==> config.mk <==
export PLATFORM = sky130hd
export DESIGN_NAME = add_order_writer
export DESIGN_NICKNAME = d
export VERILOG_FILES = /design/src/rtl/add_order_writer.sv
export SDC_FILE = /design/constraint.sdc
export NUM_CORES = 1
export LEC_CHECK = 0
export ABC_CLOCK_PERIOD_IN_PS = 3500
export BUFFER_PORTS_ARGS = -buffer_cell sky130_fd_sc_hd__buf_2
export CORE_MARGIN = 4
export CORE_UTILIZATION = 45
export CTS_BUF_LIST = sky130_fd_sc_hd__clkbuf_8
export CTS_CLUSTER_DIAMETER = 120
export DETAILED_ROUTE_END_ITERATION = 8
export PLACE_DENSITY = 0.88
export SLEW_MARGIN = 25
export SYNTH_ARGS = -nofsm -noshare
export SYNTH_HDL_FRONTEND = slang
export SYNTH_SLANG_ARGS = --single-unit
export TNS_END_PERCENT = 30
==> constraint.sdc <==
create_clock -name i_clk -period 3.5 [get_ports i_clk]
set_input_delay 0 -clock i_clk [delete_from_list [all_inputs] [get_ports i_clk]]
set_output_delay 0 -clock i_clk [all_outputs]
set_load 0.005 [all_outputs]
==> src/rtl/add_order_writer.sv <==
// Appends one order at the first empty buy/sell slot; insert done 2N+4 edges after start, full 2*MAX+1, reject 2.
// Holds done until start drops (start/done handshake); `define AGGREGATE_EN merges into a same-price entry.
module add_order_writer #(
  parameter int MAX_BOOK_SIZE = 10,
  parameter int ADDR_W        = 12
) (
  input  logic              i_clk,
  input  logic              i_rst,
  input  logic              i_start,
  input  logic              i_side,
  input  logic [15:0]       i_limit,
  input  logic [15:0]       i_volume,
  input  logic [15:0]       i_order_id,
  input  logic [47:0]       i_buy_rdata,
  input  logic [47:0]       i_sell_rdata,
  output logic [ADDR_W-1:0] o_ram_addr,
  output logic [47:0]       o_ram_wdata,
  output logic              o_buy_wren,
  output logic              o_sell_wren,
  output logic [ADDR_W-1:0] o_slot,
  output logic [1:0]        o_status,
  output logic              o_done
);

  localparam logic [2:0] S_IDLE  = 3'd0;
  localparam logic [2:0] S_LATCH = 3'd1;
  localparam logic [2:0] S_READ  = 3'd2;
  localparam logic [2:0] S_CHECK = 3'd3;
  localparam logic [2:0] S_WRITE = 3'd4;
  localparam logic [2:0] S_DONE  = 3'd5;

  localparam logic [1:0] ST_INSERTED = 2'b00;
  localparam logic [1:0] ST_FULL     = 2'b01;
  localparam logic [1:0] ST_REJECTED = 2'b10;
  localparam logic [1:0] ST_MERGED   = 2'b11;

  localparam logic [ADDR_W-1:0] LAST_SLOT = ADDR_W'(MAX_BOOK_SIZE - 1);

  logic [2:0]        r_state;
  logic              r_side;
  logic [15:0]       r_limit;
  logic [15:0]       r_volume;
  logic [15:0]       r_order_id;
  logic [ADDR_W-1:0] r_ptr;
  logic [ADDR_W-1:0] r_ram_addr;
  logic [47:0]       r_ram_wdata;
  logic              r_buy_wren;
  logic              r_sell_wren;
  logic [ADDR_W-1:0] r_slot;
  logic [1:0]        r_status;
  logic              r_done;

  logic [47:0] w_rdata;
  logic [47:0] w_new_wdata;
  logic [47:0] w_merge_wdata;
  logic        w_match;

  assign w_rdata     = r_side ? i_sell_rdata : i_buy_rdata;
  assign w_new_wdata = {r_order_id, r_volume, r_limit};

`ifdef AGGREGATE_EN
  logic [16:0] w_sum;
  assign w_sum         = {1'b0, w_rdata[31:16]} + {1'b0, r_volume};
  assign w_match       = (w_rdata != 48'd0) && (w_rdata[15:0] == r_limit);
  assign w_merge_wdata = {w_rdata[47:32], (w_sum[16] ? 16'hFFFF : w_sum[15:0]), r_limit};
`else
  assign w_match       = 1'b0;
  assign w_merge_wdata = w_new_wdata;
`endif

  always_ff @(posedge i_clk or posedge i_rst) begin
    if (i_rst) begin
      r_state     <= S_IDLE;
      r_side      <= 1'b0;
      r_limit     <= 16'd0;
      r_volume    <= 16'd0;
      r_order_id  <= 16'd0;
      r_ptr       <= '0;
      r_ram_addr  <= '0;
      r_ram_wdata <= 48'd0;
      r_buy_wren  <= 1'b0;
      r_sell_wren <= 1'b0;
      r_slot      <= '0;
      r_status    <= 2'b00;
      r_done      <= 1'b0;
    end else begin
      // Write enables are single-cycle pulses raised only on the CHECK->WRITE step.
      r_buy_wren  <= 1'b0;
      r_sell_wren <= 1'b0;
      case (r_state)
        S_IDLE: begin
          r_done <= 1'b0;
          if (i_start) begin
            r_state <= S_LATCH;
          end
        end
        S_LATCH: begin
          r_side     <= i_side;
          r_limit    <= i_limit;
          r_volume   <= i_volume;
          r_order_id <= i_order_id;
          r_ptr      <= '0;
          r_ram_addr <= '0;
          r_slot     <= '0;
          // A zero field would make the stored entry indistinguishable from an empty slot.
          if (i_volume == 16'd0 || i_limit == 16'd0) begin
            r_status <= ST_REJECTED;
            r_state  <= S_DONE;
          end else begin
            r_status <= ST_INSERTED;
            r_state  <= S_READ;
          end
        end
        S_READ: begin
          r_state <= S_CHECK;
        end
        S_CHECK: begin
          if (w_rdata == 48'd0) begin
            r_ram_wdata <= w_new_wdata;
            r_buy_wren  <= ~r_side;
            r_sell_wren <= r_side;
            r_status    <= ST_INSERTED;
            r_state     <= S_WRITE;
          end else if (w_match) begin
            r_ram_wdata <= w_merge_wdata;
            r_buy_wren  <= ~r_side;
            r_sell_wren <= r_side;
            r_status    <= ST_MERGED;
            r_state     <= S_WRITE;
          end else if (r_ptr == LAST_SLOT) begin
            r_status <= ST_FULL;
            r_slot   <= '0;
            r_done   <= 1'b1;
            r_state  <= S_DONE;
          end else begin
            r_ptr      <= r_ptr + 1'b1;
            r_ram_addr <= r_ptr + 1'b1;
            r_state    <= S_READ;
          end
        end
        S_WRITE: begin
          r_slot  <= r_ptr;
          r_done  <= 1'b1;
          r_state <= S_DONE;
        end
        S_DONE: begin
          // The reject path arrives with done still low; raise it before honouring a start drop.
          if (!r_done) begin
            r_done <= 1'b1;
          end else if (!i_start) begin
            r_done  <= 1'b0;
            r_state <= S_IDLE;
          end
        end
        default: begin
          r_state <= S_IDLE;
        end
      endcase
    end
  end

  assign o_ram_addr  = r_ram_addr;
  assign o_ram_wdata = r_ram_wdata;
  assign o_buy_wren  = r_buy_wren;
  assign o_sell_wren = r_sell_wren;
  assign o_slot      = r_slot;
  assign o_status    = r_status;
  assign o_done      = r_done;

endmodule

* After elaboration in Yosys (flattened, before gate mapping)
Cells that the tools add are included.
Widths: inputs -> output; s select.
** Word-level totals
- Input port bits :: 148
- Register bits :: 129
- Logic and storage cells :: 68
- Output and inout bits :: 77
** Cells by class
- Equality and inequality tests :: 13
- $add $sub $neg :: 1
- Reduce and logical (&&, ||, !) cells :: 14
- Bitwise logic cells :: 1
- Multiplexer cells :: 27
** Operator list (number)
- $logic_not 48->1 :: 1
- $mux 12 :: 4
- $mux 48 :: 1
- $pmux 12 s3 :: 1
- $logic_not 16->1 :: 2
- $pmux 12 s2 :: 1
- $mux 3 :: 6
- $pmux 3 s6 :: 1
- $add 12x1->12 const B :: 1
- $eq 12x4->1 const B :: 1
- $ne 2x2->1 const B :: 6
- $reduce_and 3->1 :: 4
- $mux 1 :: 8
- $eq 3x2->1 const B :: 2
- $eq 3x3->1 const B :: 2
- $mux 2 :: 3
- $pmux 1 s4 :: 1
- $pmux 2 s2 :: 1
- $reduce_and 2->1 :: 2
- $reduce_bool 4->1 :: 1
- $eq 3x1->1 const B :: 1
- $logic_not 3->1 :: 1
- $ne 3x3->1 const B :: 1
- $reduce_bool 3->1 :: 1
- 3 further kinds :: 3

* Logic depth before layout (Yosys ltp)
- Word-level depth :: 4
- Mapped depth :: 8
- Depth with buffers taken out :: 6

* Worst setup path after synthesis
No wires, ideal clock.
- Path kind :: flip-flop to flip-flop
- Start :: register r_side
- End :: register r_ram_wdata[0] (netlist: o_ram_wdata[0])
- Stages on the path, launching flop included :: 9
- Path buffers :: 2
- Required time :: 3.375 ns
- Clock period less this slack :: 1.979 ns
- Path slack :: 1.521 ns
- Setup time :: 0.125 ns
- Data arrival time :: 1.854 ns
- Cells stage by stage :: dfrtp_1 > nor4_1 > nand4_1 > nor4_2 > o22a_2 > nand2_2 > buf_6 > buf_6 > mux2_4
** On the way
- Word-level cells in the longest chain between the ends :: 3
** RTL lines
- start, declared :: line 40 : logic r_side;
- start signal, assigned :: line 98 : r_side <= i_side;
- $mux 48 :: line 58 : assign w_rdata = r_side ? i_sell_rdata : i_buy_rdata;
- $logic_not 48->1 :: line 118 : if (w_rdata == 48'd0) begin
- $reduce_and 2->1 (no line)
- end signal, assigned :: line 119 : r_ram_wdata <= w_new_wdata;
- end signal, assigned :: line 125 : r_ram_wdata <= w_merge_wdata;
- end, declared :: line 46 : logic [47:0] r_ram_wdata;
No other way between the ends.
A chain may end at the register's enable or synchronous reset.

* Final worst setup path
- Start :: register r_side
- End :: register r_slot[8] (netlist: o_slot[8])
** On the way
- Word-level cells in the longest chain between the ends :: 4
** RTL lines
- $mux 48 :: line 58
- $logic_not 48->1 :: line 118
- $ne 2x2->1 (no line)
- $reduce_and 3->1 (no line)
- end signal, assigned :: line 142 : r_slot <= r_ptr;
- end, declared :: line 49 : logic [ADDR_W-1:0] r_slot;
No other way between the ends.

==> out/metrics.csv <==
metric,value,unit
grt_pass1_vias,5191,
combPwrFrac,0.208,
setup_tns,0,ps
io_pins,225,
min_path_type,primary input to async pin,
fin_worst_skew,10.1,ps
endpoint_kind,flip-flop,
worst_slew_pin_slew,955,ps
synth_seq_cells,129,
die-area,0.0141,sq mm
clk_latency,440,ps
port_buffers,224,
post_drt_wl_per_cell,17.8,um
cts_resized,0,
cp.arrival,3050,ps
drive_above_1_share,0.403,
synth_top_area_frac,0.586,
synth.area.top_cells,"dfrtp_1 59%, nand2_1 11%, mux2_2 8.0%",
internal-power,0.00292,W
synth_edf_count,0,
setup_viol,0,
slew_violations,0,
synthFlopType,dfrtp_1,
path_class,flip-flop to flip-flop,
grt_start_max_net_pins,68,
cts_sinks,129,
avgSynthCellArea,10.8,sq um
dp_hpwl,11300,um
drc,0,
peakVddDrop,0.000221,V
crit_path_max_fanout,12,
finalCritPeriodShare,0.767,
finalNonFillerCells,944,
p_seq_frac,0.505,
fp-row-count,40,
overflow,0,
drt_wl_total,16800,um
p_switching,0.00148,W
status,finished clean,
yosysSeqAreaShare,0.586,
gp_congestion,0.847,
yosysUniqueCellTypes,46,
final_nets,934,
syn_area,0.00551,sq mm
drt-pass1-iter-count,6,
dieHeight,119,um
maxCapViolations,0,
p_per_area,575,mW/mm^2
syn_inst,510,
h-tree-depth,4,
vias,5112,
synth_top_area_cell,dfrtp_1,
cp.required,3870,ps
diodes,0,
total_leakage_power,4.14,nW
hold_viol,0,
worst-r2r-cell-count,6,
ys_warn_count,0,
synth_fp_nets,660,
relSlewSlack,0.364,
cts_tree,done,
grt_usage,0.242,
p_sw_frac,0.337,
drt_iter0_markers,413,
cts_hold_buf,51,
via_per_inst,5.42,
antenna_found_initial,0,
ctsRootBufferMaster,clkbuf_8,
die_width,119,um
clkTransAtPathRegs,80,ps
hold_ws,245,ps
grt_pass1_wl,26800,um
cts_setup_buffers,0,
cts_buffers,17,
rsz0062_at_grt,no,
area_growth,38.9,%
fin_crit,2690,ps
core_area,0.0120,sq mm
synth-async-reset-ratio,1.00,
p_clk_frac,0.287,
cp-start-kind,flip-flop,
drt.antenna.violating_nets,0,
start_util,0.459,
clk_path_buf_depth,2,
fmax,372,MHz
power,0.00440,W
placed_cells,861,
-- cells by family (layout without fill, tap and decap cells) --
logic type | after synthesis | count (layout) | synth area share
multiplexers | 51 | 51 | 0.110
buffers and inverters | 31 | 318 | 0.0263
flip-flops | 129 | 129 | 0.586
AO/OA/AOI/OAI | 41 | 41 | 0.0552
AND/OR/NAND/NOR | 256 | 256 | 0.218
adder cells (fa/ha/maj) | 2 | 2 | 0.00454
-- critical path: stages (launching register included) --
cell,delay (ps)
dfrtp_1,470
nor4_1,310
nand4_1,140
nor4_2,230
o22ai_1,330
a21oi_1,850
a22o_1,280
-- routing by layer --
metal	share of wire	wire length, um	global-route usage
met1	0.37	6260	0.282
met2	0.52	8760	0.423
met3	0.060	1010	0.0416
met4	0.045	758	0.130
met5	0	0	0
-- through the flow --
step / worst slack [ps] / cell area, sq um / utilization
global placement: 975 / 6750 / 0.562
finish: 814 / 7650 / 0.637
CTS: 885 / 7650 / 0.637
global route: 594 / 7650 / 0.637
floorplan: 59.0 / 5510 / -
detailed placement: 910 / 6750 / 0.562
-- power groups by stage --
stage / sequential, W / clock, W / combinational, W
2_1_floorplan: 0.00213 / 0 / 0.000567
3_3_place_gp: 0.00220 / 0 / 0.000818
3_5_place_dp: 0.00222 / 0 / 0.000849
4_1_cts: 0.00220 / 0.00128 / 0.000902
5_1_grt: 0.00228 / 0.00135 / 0.00106
6_report: 0.00222 / 0.00126 / 0.000917
-- cell usage after synthesis, types with 3 or more instances --
cell type / count
a21oi_1: 8
a22o_1: 12
buf_1: 4
buf_2: 5
clkbuf_1: 11
dfrtp_1: 129
inv_1: 7
mux2_2: 39
mux2_4: 9
mux2i_1: 3
nand2_1: 163
nand2b_1: 3
nand3_1: 4
nand4_1: 12
nor2_1: 12
nor3_1: 4
nor4_1: 28
o211ai_1: 4
o31ai_1: 5
or2_2: 5
or3_1: 3
or4_1: 7
-- cells in the final DEF, fill, tap and decap left out, drive strengths merged, types with 3 or more instances in the layout --
cell	count
nand3	4
nor4	30
clkinv	3
mux2	48
a22o	12
nor4b	3
o211ai	4
inv	15
a21oi	8
or4	7
nand2b	3
or3	3
or2	5
dfrtp	129
clkbuf	18
mux2i	3
nand2	164
nor2	12
buf	228
dlygate4sd3	51
nand4	12
o31ai	5
nor3	5
-- final cells by class --
type                       count  area, sq um
clock inverter                14          146
inverter                       7         28.8
multi-input combinational    350         2140
clock buffer                  18          248
fill                         900         4360
tap                          147          184
sequential                   129         3230
timing repair buffer         279         1670
-- sequential cells by signal, indices dropped and copies added (netlist names) --
name,cells
o_ram_addr,12
o_ram_wdata,48
o_status,2
r_state,3
o_slot,12
r_limit,16
r_order_id,16
r_side,1
o_done,1
o_sell_wren,1
r_volume,16
o_buy_wren,1
-- final timing paths --
| check | startpoint | end | slack [ps] |
|---|---|---|---|
| min in group i_clk | i_order_id[3] | r_order_id[3] | 270 |
| setup / recovery | r_side | o_slot[8] | 810 |
| setup reg to reg | r_side | o_slot[8] | 810 |
| max in group asynchronous | i_rst | o_ram_wdata[31] | 2430 |
| hold / removal | i_rst | o_slot[0] | 240 |
| hold reg to reg | r_limit[3] | r_limit[3] | 480 |
Note: power is estimated with default switching activity, not from simulation.
